### config.mk
export PLATFORM = sky130hd
export DESIGN_NAME = fb_loader_flat
export DESIGN_NICKNAME = d
export VERILOG_FILES = /design/src/rtl/fb_loader_if.sv /design/src/rtl/fb_loader.sv /design/src/flat_wrapper.sv
export SDC_FILE = /design/constraint.sdc
export NUM_CORES = 1
export LEC_CHECK = 0
export BUFFER_PORTS_ARGS = -buffer_cell sky130_fd_sc_hd__buf_4
export CORE_MARGIN = 2
export CORE_UTILIZATION = 35
export DETAILED_ROUTE_END_ITERATION = 8
export GPL_TIMING_DRIVEN = 0
export PLACE_DENSITY = 0.53
export SYNTH_ARGS = -nofsm -noshare
export SYNTH_HDL_FRONTEND = slang
export SYNTH_SLANG_ARGS = --single-unit
### constraint.sdc
create_clock -name clk -period 2.2 [get_ports clk]
set_clock_uncertainty 0.1 [all_clocks]
set_input_delay 0.11 -clock clk [delete_from_list [all_inputs] [get_ports clk]]
set_output_delay 0.11 -clock clk [all_outputs]
set_load 0.01 [all_outputs]
### src/rtl/fb_loader_if.sv
// Pixel stream in (valid/ready) and RAM write port out, bundled for the framebuffer loader.
interface fb_loader_if #(
  parameter int unsigned ADDR_W = 18
);
  logic [7:0]        in_data;
  logic              in_valid;
  logic              in_ready;
  logic [ADDR_W-1:0] wraddress;
  logic [7:0]        data;
  logic              wren;

  modport master (
    output in_data, in_valid,
    input  in_ready, wraddress, data, wren
  );

  modport slave (
    input  in_data, in_valid,
    output in_ready, wraddress, data, wren
  );
endinterface

### src/rtl/fb_loader.sv
// Streams a raster-ordered byte frame into the VGA pixel RAM, tracking position and a checksum.
module fb_loader #(
  parameter int unsigned IMG_W     = 256,
  parameter int unsigned IMG_H     = 256,
  parameter int unsigned ADDR_W    = 18,
  parameter int unsigned BASE_ADDR = 0
) (
  input  logic        clk,
  input  logic        reset,
  input  logic        start,
  fb_loader_if.slave  bus,
  output logic        busy,
  output logic        done,
  output logic [15:0] checksum
);

  localparam int unsigned ColW = (IMG_W > 1) ? $clog2(IMG_W) : 1;
  localparam int unsigned RowW = (IMG_H > 1) ? $clog2(IMG_H) : 1;

  typedef enum logic [1:0] {StIdle, StLoad, StDone} state_e;

  state_e            state_q, state_d;
  logic [ADDR_W-1:0] ptr_q, ptr_d;
  logic [ColW-1:0]   col_q, col_d;
  logic [RowW-1:0]   row_q, row_d;
  logic [15:0]       checksum_q, checksum_d;
  logic [ADDR_W-1:0] wraddress_q, wraddress_d;
  logic [7:0]        data_q, data_d;
  logic              wren_q, wren_d;
  logic              accept;

  assign accept = (state_q == StLoad) && bus.in_valid;

  always_ff @(posedge clk) begin
    if (reset) begin
      state_q     <= StIdle;
      ptr_q       <= ADDR_W'(BASE_ADDR);
      col_q       <= '0;
      row_q       <= '0;
      checksum_q  <= '0;
      wraddress_q <= ADDR_W'(BASE_ADDR);
      data_q      <= '0;
      wren_q      <= 1'b0;
    end else begin
      state_q     <= state_d;
      ptr_q       <= ptr_d;
      col_q       <= col_d;
      row_q       <= row_d;
      checksum_q  <= checksum_d;
      wraddress_q <= wraddress_d;
      data_q      <= data_d;
      wren_q      <= wren_d;
    end
  end

  always_comb begin
    state_d     = state_q;
    ptr_d       = ptr_q;
    col_d       = col_q;
    row_d       = row_q;
    checksum_d  = checksum_q;
    wraddress_d = wraddress_q;
    data_d      = data_q;
    wren_d      = 1'b0;

    unique case (state_q)
      StIdle: begin
        if (start) begin
          state_d    = StLoad;
          ptr_d      = ADDR_W'(BASE_ADDR);
          col_d      = '0;
          row_d      = '0;
          checksum_d = '0;
        end
      end
      StLoad: begin
        if (accept) begin
          wren_d      = 1'b1;
          data_d      = bus.in_data;
          wraddress_d = ptr_q;
          // Address advances by one per beat; raster order makes row*IMG_W+col implicit.
          ptr_d       = ptr_q + ADDR_W'(1);
          checksum_d  = checksum_q + 16'(bus.in_data);
          if (col_q == ColW'(IMG_W - 1)) begin
            col_d = '0;
            if (row_q == RowW'(IMG_H - 1)) begin
              row_d   = '0;
              state_d = StDone;
            end else begin
              row_d = row_q + RowW'(1);
            end
          end else begin
            col_d = col_q + ColW'(1);
          end
        end
      end
      StDone: state_d = StIdle;
      default: state_d = StIdle;
    endcase
  end

  assign bus.in_ready  = (state_q == StLoad);
  assign bus.wraddress = wraddress_q;
  assign bus.data      = data_q;
  assign bus.wren      = wren_q;
  assign busy          = (state_q != StIdle);
  assign done          = (state_q == StDone);
  assign checksum      = checksum_q;

endmodule

### src/flat_wrapper.sv
// flat-port wrapper written by rule: the top's interface ports become plain ports
module fb_loader_flat 
#(
  parameter int unsigned IMG_W     = 256,
  parameter int unsigned IMG_H     = 256,
  parameter int unsigned ADDR_W    = 18,
  parameter int unsigned BASE_ADDR = 0
)
  (clk, reset, start, busy, done, checksum, bus_in_data, bus_in_valid, bus_in_ready, bus_wraddress, bus_data, bus_wren);
  fb_loader_if #(.ADDR_W(ADDR_W)) bus_i ();
  input  logic clk;
  input  logic reset;
  input  logic start;
  output logic busy;
  output logic done;
  output logic [15:0] checksum;
  input wire logic [$bits(bus_i.in_data)-1:0] bus_in_data;
  input wire logic [$bits(bus_i.in_valid)-1:0] bus_in_valid;
  output wire logic [$bits(bus_i.in_ready)-1:0] bus_in_ready;
  output wire logic [$bits(bus_i.wraddress)-1:0] bus_wraddress;
  output wire logic [$bits(bus_i.data)-1:0] bus_data;
  output wire logic [$bits(bus_i.wren)-1:0] bus_wren;
  assign bus_i.in_data = bus_in_data;
  assign bus_i.in_valid = bus_in_valid;
  assign bus_in_ready = bus_i.in_ready;
  assign bus_wraddress = bus_i.wraddress;
  assign bus_data = bus_i.data;
  assign bus_wren = bus_i.wren;
  fb_loader #(.IMG_W(IMG_W), .IMG_H(IMG_H), .ADDR_W(ADDR_W), .BASE_ADDR(BASE_ADDR)) u_core (.clk(clk), .reset(reset), .start(start), .bus(bus_i), .busy(busy), .done(done), .checksum(checksum));
endmodule
=== After elaboration in Yosys (flattened, before gate mapping) ===
Cells that the tools add are included.

* Bits in registers: 79
* Input port bits: 12
* Output and inout bits: 46
* Logic and storage cells: 50

* $add $sub $neg: 4
* Eq/ne operators: 8
* Multiplexer cells: 20
* Bitwise logic cells: 1
* Reductions and logical operators: 9

{| class="wikitable"
|+ Operators by type and width
! kind !! count
|-
| 8-bit 2-to-1 mux || 6
|-
| 18-bit 2-to-1 mux || 2
|-
| 18-bit one-hot mux with 2 select lines || 1
|-
| 16-bit 2-to-1 mux || 2
|-
| 16-bit one-hot mux with 2 select lines || 1
|-
| 8-bit one-hot mux with 2 select lines || 2
|-
| 18-bit by 1-bit adder with 18-bit output, second input constant || 1
|-
| 16-bit by 8-bit adder with 16-bit output || 1
|-
| 8-bit by 1-bit adder with 8-bit output, second input constant || 2
|-
| 8-bit equality test, second input constant || 2
|-
| 2-bit 2-to-1 mux || 4
|-
| 4-bit AND reduction || 2
|-
| 2-bit by 1-bit != test with 1-bit output, second input constant || 3
|-
| 2-bit one-hot mux with 2 select lines || 1
|-
| 2-bit nonzero test || 2
|-
| 3-bit AND reduction || 1
|-
| 2-bit by 1-bit equality test with 1-bit output, second input constant || 1
|-
| 2-bit equality test, second input constant || 1
|-
| 2-bit zero test || 1
|-
| 2-bit != test, second input constant || 1
|-
| 2-bit AND reduction || 1
|-
| 2-bit OR reduction || 1
|-
| 1-bit logical AND || 1
|-
| 1-bit 2-to-1 mux || 1
|-
| 1-bit inverter || 1
|}

=== Longest topological paths before layout ===
* Depth in word-level cells: 5
* Mapped depth: 8
* Depth with buffers taken out: 8

=== Worst setup path after synthesis ===
No wires, ideal clock.

* Path kind: reg2reg
* Start: reg u_core.checksum_q[0] (netlist: u_core.checksum[0])
* End: reg u_core.checksum_q[10] (netlist: u_core.checksum[10])
* Library setup time: 70 ps
* Data arrival time: 2001 ps
* Data required time: 2030 ps
* Slack: 29 ps
* Stages on the path, launching flop included: 9
* Path buffers: 0
* Period minus slack after synthesis: 2171 ps
* Cells stage by stage: dfxtp_1 ha_1 inv_1 fa_1 nand2b_1 a21oi_1 o211ai_1 or3_1 a21oi_1

* Longest elaborated chain between the ends: 3

{| class="wikitable"
|+ Ends and longest elaborated chain
! element !! RTL line !! RTL
|-
| start: declaration || fb_loader.sv:26 || <nowiki>logic [15:0] checksum_q, checksum_d;</nowiki>
|-
| start signal: assignment || fb_loader.sv:49 || <nowiki>checksum_q <= checksum_d;</nowiki>
|-
| 16-bit by 8-bit adder with 16-bit output || fb_loader.sv:83 || <nowiki>checksum_d = checksum_q + 16'(bus.in_data);</nowiki>
|-
| 16-bit 2-to-1 mux || fb_loader.sv:77 || <nowiki>if (accept) begin</nowiki>
|-
| 16-bit one-hot mux with 2 select lines || fb_loader.sv:66 || <nowiki>unique case (state_q)</nowiki>
|}

No other way between the ends. The select of a mux whose other input is x is not followed.
A chain may end at the register's enable or synchronous reset.

=== Worst setup path in the final report ===
* Start: in bus_in_data[0]
* End: reg u_core.checksum_q[12] (netlist: u_core.checksum[12])

* Longest elaborated chain between the ends: 3

{| class="wikitable"
|+ Ends and longest elaborated chain
! element !! RTL line !! RTL
|-
| start: declaration || flat_wrapper.sv:17 || <nowiki>input wire logic [$bits(bus_i.in_data)-1:0] bus_in_data;</nowiki>
|-
| 16-bit by 8-bit adder with 16-bit output || fb_loader.sv:83 ||
|-
| 16-bit 2-to-1 mux || fb_loader.sv:77 ||
|-
| 16-bit one-hot mux with 2 select lines || fb_loader.sv:66 ||
|}

No other way between the ends. The select of a mux whose other input is x is not followed.

==> impl_metrics.yaml <==
synth:
  synth_edf_count: 0
  synth_largest_area_cell: "dfxtp_1"
  synth_nets: 445
  synth-async-reset-ratio_pct: 0
  synth_area_leaders: "dfxtp_1, nand2_1, a21oi_1"
  syn-cell-area_mm2: 0.003547
  synth_cell_type_count: 50
  synth_top_area_share_pct: 44.59
  synth-main-ff-cell: "dfxtp_1"
  ys.warnings.count: 0
  avgSynthCellArea_um2: 8.426
  ys_ff_latch: 79
  ys_seq_area_share_pct: 44.59
  synthCells: 421
pwr:
  p_switching_uw: 730.9
  irDropWorstVdd_v: 0.0003028
  switching_share_pct: 25.03
  p_leak_nw: 1.688
  internal-power_mw: 2.189
  combPwrFrac_pct: 9.2
  power.density_mw_per_mm2: 647.4
  pwr-share-clk_pct: 40.4
  sequentialPowerShare_pct: 50.4
clocking:
  path_clk_slew_ps: 80
  clock_sink_count: 79
  cts_buffer_depth: 2
  cts_root_buf: "clkbuf_8"
  numCtsBuffers: 9
  cts_tree: "done"
  clk-insertion-delay-late_ps: 350
  htreeDepth: 3
worst_setup_path:
  start_kind: "primary input"
  r2r_slack_ps: 110
  r2r_start: "u_core.checksum[0]$_SDFFE_PP0P_"
  cp.arrival_ps: 2300
  worstSetupPathType: "primary input to flip-flop"
  ff2ff_path_depth: 8
  required_ps: 2380
  worstSetupEndpointType: "flip-flop"
  worstPathMaxFanout: 6
  r2r-end: "u_core.checksum[12]$_SDFFE_PP0P_"
worst_hold_path:
  hold-path-cell-count: 3
  hold_end: "u_core.state_q[0]$_SDFFE_PP0P_"
  hp-class: "primary input to flip-flop"
  hp-start: "bus_in_valid"
drt:
  drt_first_iter_violations: 92
  drc: 0
  wl_mm: 8.966
  post_drt_via_cell_ratio: 4.959
  first_pass_iters: 4
  ant_nets: 0
  wl_per_cell_um: 14.12
  vias: 3149
sta:
  worst_slew_pin_slew_ps: 635.9
  period_share_pct: 96.42
  hold_viol_final: 0
  setup_viol: 0
  rsz0062_at_grt: "yes"
  fin_crit_ps: 2121
  slew_headroom_pct: 57.61
  worst_hold_slack_ps: 57.10
  fmax_mhz: 471.4
  tns_ps: 0
  report.final.slew_viol_count: 0
finish:
  fillerInstances: 1010
  syn_to_final_growth_pct: 27.13
  drive_above_1_share_pct: 18.92
  final_nets: 522
  fin_cells: 635
  diodes: 0
grt:
  grt_max_degree: 14
  antenna_found_initial: 0
  grt-ovfl-total: 0
  grt_pass1_vias: 3145
  grt_usage_pct: 17.12
  grt_pass1_wl_mm: 15.16
floorplan:
  die_h_um: 104.7
  die_area_mm2: 0.01096
  initial_core_util_pct: 36.12
  core_mm2: 0.009819
  io_pins: 58
  fp.dieW_um: 104.7
  placementRows: 36
place:
  gp_congestion: 0.8061
  numPortBuffers: 56
  dp_cells: 610
  dp_hpwl_mm: 6.472
flow_run:
  drv_cap: 0
status:
  outcome: "complete, no violations"
[state kept, by name, indices dropped and copies added (netlist names)]
register	flops
u_core.checksum	16
u_core.col_q	8
u_core.bus.data	8
u_core.row_q	8
u_core.state_q	2
u_core.ptr_q	18
u_core.bus.wren	1
u_core.bus.wraddress	18
[power by group through the flow]
stage | Combinational, mW | Sequential (mW) | Clock (mW)
detailed placement | 0.251 | 1.50 | 0
finish | 0.269 | 1.47 | 1.18
floorplan | 0.149 | 1.51 | 0
CTS | 0.268 | 1.47 | 1.21
global route | 0.298 | 1.47 | 1.28
global placement | 0.251 | 1.50 | 0
[worst max-delay path by stage]
stage | endpoint | cells after the start | from | slack [ps]
3_5_place_dp | u_core.checksum[10]$_SDFFE_PP0P_ | 8 | u_core.checksum[0]$_SDFFE_PP0P_ | -190
3_3_place_gp | u_core.checksum[10]$_SDFFE_PP0P_ | 8 | u_core.checksum[0]$_SDFFE_PP0P_ | -150
2_1_floorplan | u_core.checksum[10]$_SDFFE_PP0P_ | 8 | u_core.checksum[0]$_SDFFE_PP0P_ | 30
5_1_grt | u_core.checksum[15]$_SDFFE_PP0P_ | 8 | bus_in_data[3] | -60
6_report | u_core.checksum[12]$_SDFFE_PP0P_ | 10 | bus_in_data[0] | 80
4_1_cts | u_core.checksum[15]$_SDFFE_PP0P_ | 8 | bus_in_data[7] | 9
[final cells by class]
class	count	area [um2]	area share (%)
repair buffers	66	518.0	11.49
inverters	9	33.78	0.7492
well taps	133	166.4	3.690
flip-flops and latches	79	1587	35.18
clock buffers	9	123.9	2.747
clock inverters	6	86.33	1.915
multi-input cells	315	1923	42.65
plain buffers	18	71.32	1.582
[cell families after synthesis]
group           count (synthesis)  synth area share [%]
compound gates                 88                 15.42
xor+xnor                       33                 8.148
fa+ha+maj                      12                 4.444
buf+inv                        27                 2.963
flops                          79                 44.59
mux                             1                0.2822
simple gates                  181                 24.16
[critical path, stage by stage]
cell and delay (ps):
dlygate4sd3_1 530, buf_4 120, ha_4 130, inv_1 50
fa_2 340, nand2b_4 160, a21oi_2 140, o211ai_1 200
or3_1 390, a21oi_1 130
[repair_timing]
action | 4_1_cts | 5_1_grt
hold buffers | 9 | 0
pin swaps | 3 | 4
hold endpoints to repair | 9 | 0
endpoints found under the setup margin | 7 | 11
gates resized for setup | 5 | 10
setup buffers | 1 | 0
[synth_stat cells (2+ instances only)]
| cell type | count |
|---|---|
| a21oi_1 | 45 |
| nand2_1 | 72 |
| o2111ai_1 | 2 |
| nand2b_1 | 5 |
| nor2_1 | 41 |
| o21ai_0 | 15 |
| and4_1 | 3 |
| xnor2_1 | 11 |
| and3_1 | 3 |
| nor3b_1 | 2 |
| a211oi_1 | 2 |
| a21o_1 | 4 |
| buf_2 | 3 |
| nand3b_1 | 4 |
| nand4_1 | 15 |
| xor2_1 | 22 |
| or3_1 | 7 |
| inv_1 | 9 |
| nor3_1 | 4 |
| o32ai_1 | 4 |
| dfxtp_1 | 79 |
| and2_1 | 2 |
| o211ai_1 | 4 |
| nor4_1 | 3 |
| clkbuf_1 | 14 |
| ha_1 | 11 |
| nand3_1 | 12 |
[metal layers]
layer  routed length [um]  GRT usage, %  up-vias  part of all wire (%)
met5                    0             0        -                     0
met4                  138         6.381        0                   1.5
met3                  388         3.743       10                   4.3
met2                 4267         28.80       47                    48
met1                 4172         21.46     1476                    47
li1                     -             -     1616                     -
[cell usage in the layout, fill, tap and decap left out, types with 2 or more instances in the layout]
| cell | n |
|---|---|
| nand2_1 | 72 |
| buf_2 | 3 |
| ha_1 | 10 |
| xor2_1 | 22 |
| xnor2_1 | 11 |
| inv_1 | 9 |
| nor2_1 | 40 |
| o211ai_1 | 4 |
| o21ai_0 | 15 |
| and4_1 | 3 |
| a21oi_1 | 44 |
| clkbuf_8 | 9 |
| and3_1 | 3 |
| nand3_1 | 11 |
| nor3_1 | 3 |
| buf_4 | 57 |
| bufinv_16 | 2 |
| and2_1 | 2 |
| dlygate4sd3_1 | 9 |
| nand2b_1 | 4 |
| nor4_1 | 2 |
| clkbuf_1 | 14 |
| o32ai_1 | 4 |
| nand4_1 | 15 |
| or3_1 | 7 |
| dfxtp_1 | 77 |
| a211oi_1 | 2 |
| clkinv_2 | 2 |
| o2111ai_1 | 2 |
| a21o_1 | 4 |
| nand3b_1 | 4 |
[through the flow]
stage / setup slack (ps) / instance area (um2) / power, mW / utilization [%]
after floorplan: 28.80 / 3547 / 1.656 / -
after global placement: -150.2 / 4134 / 1.754 / 42.10
after detailed placement: -187.4 / 4134 / 1.755 / 42.10
after CTS: 9.030 / 4462 / 2.946 / 45.44
after global routing: -57.75 / 4509 / 3.048 / 45.92
final: 78.71 / 4509 / 2.919 / 45.92
Power figures use the tool's default switching activity.
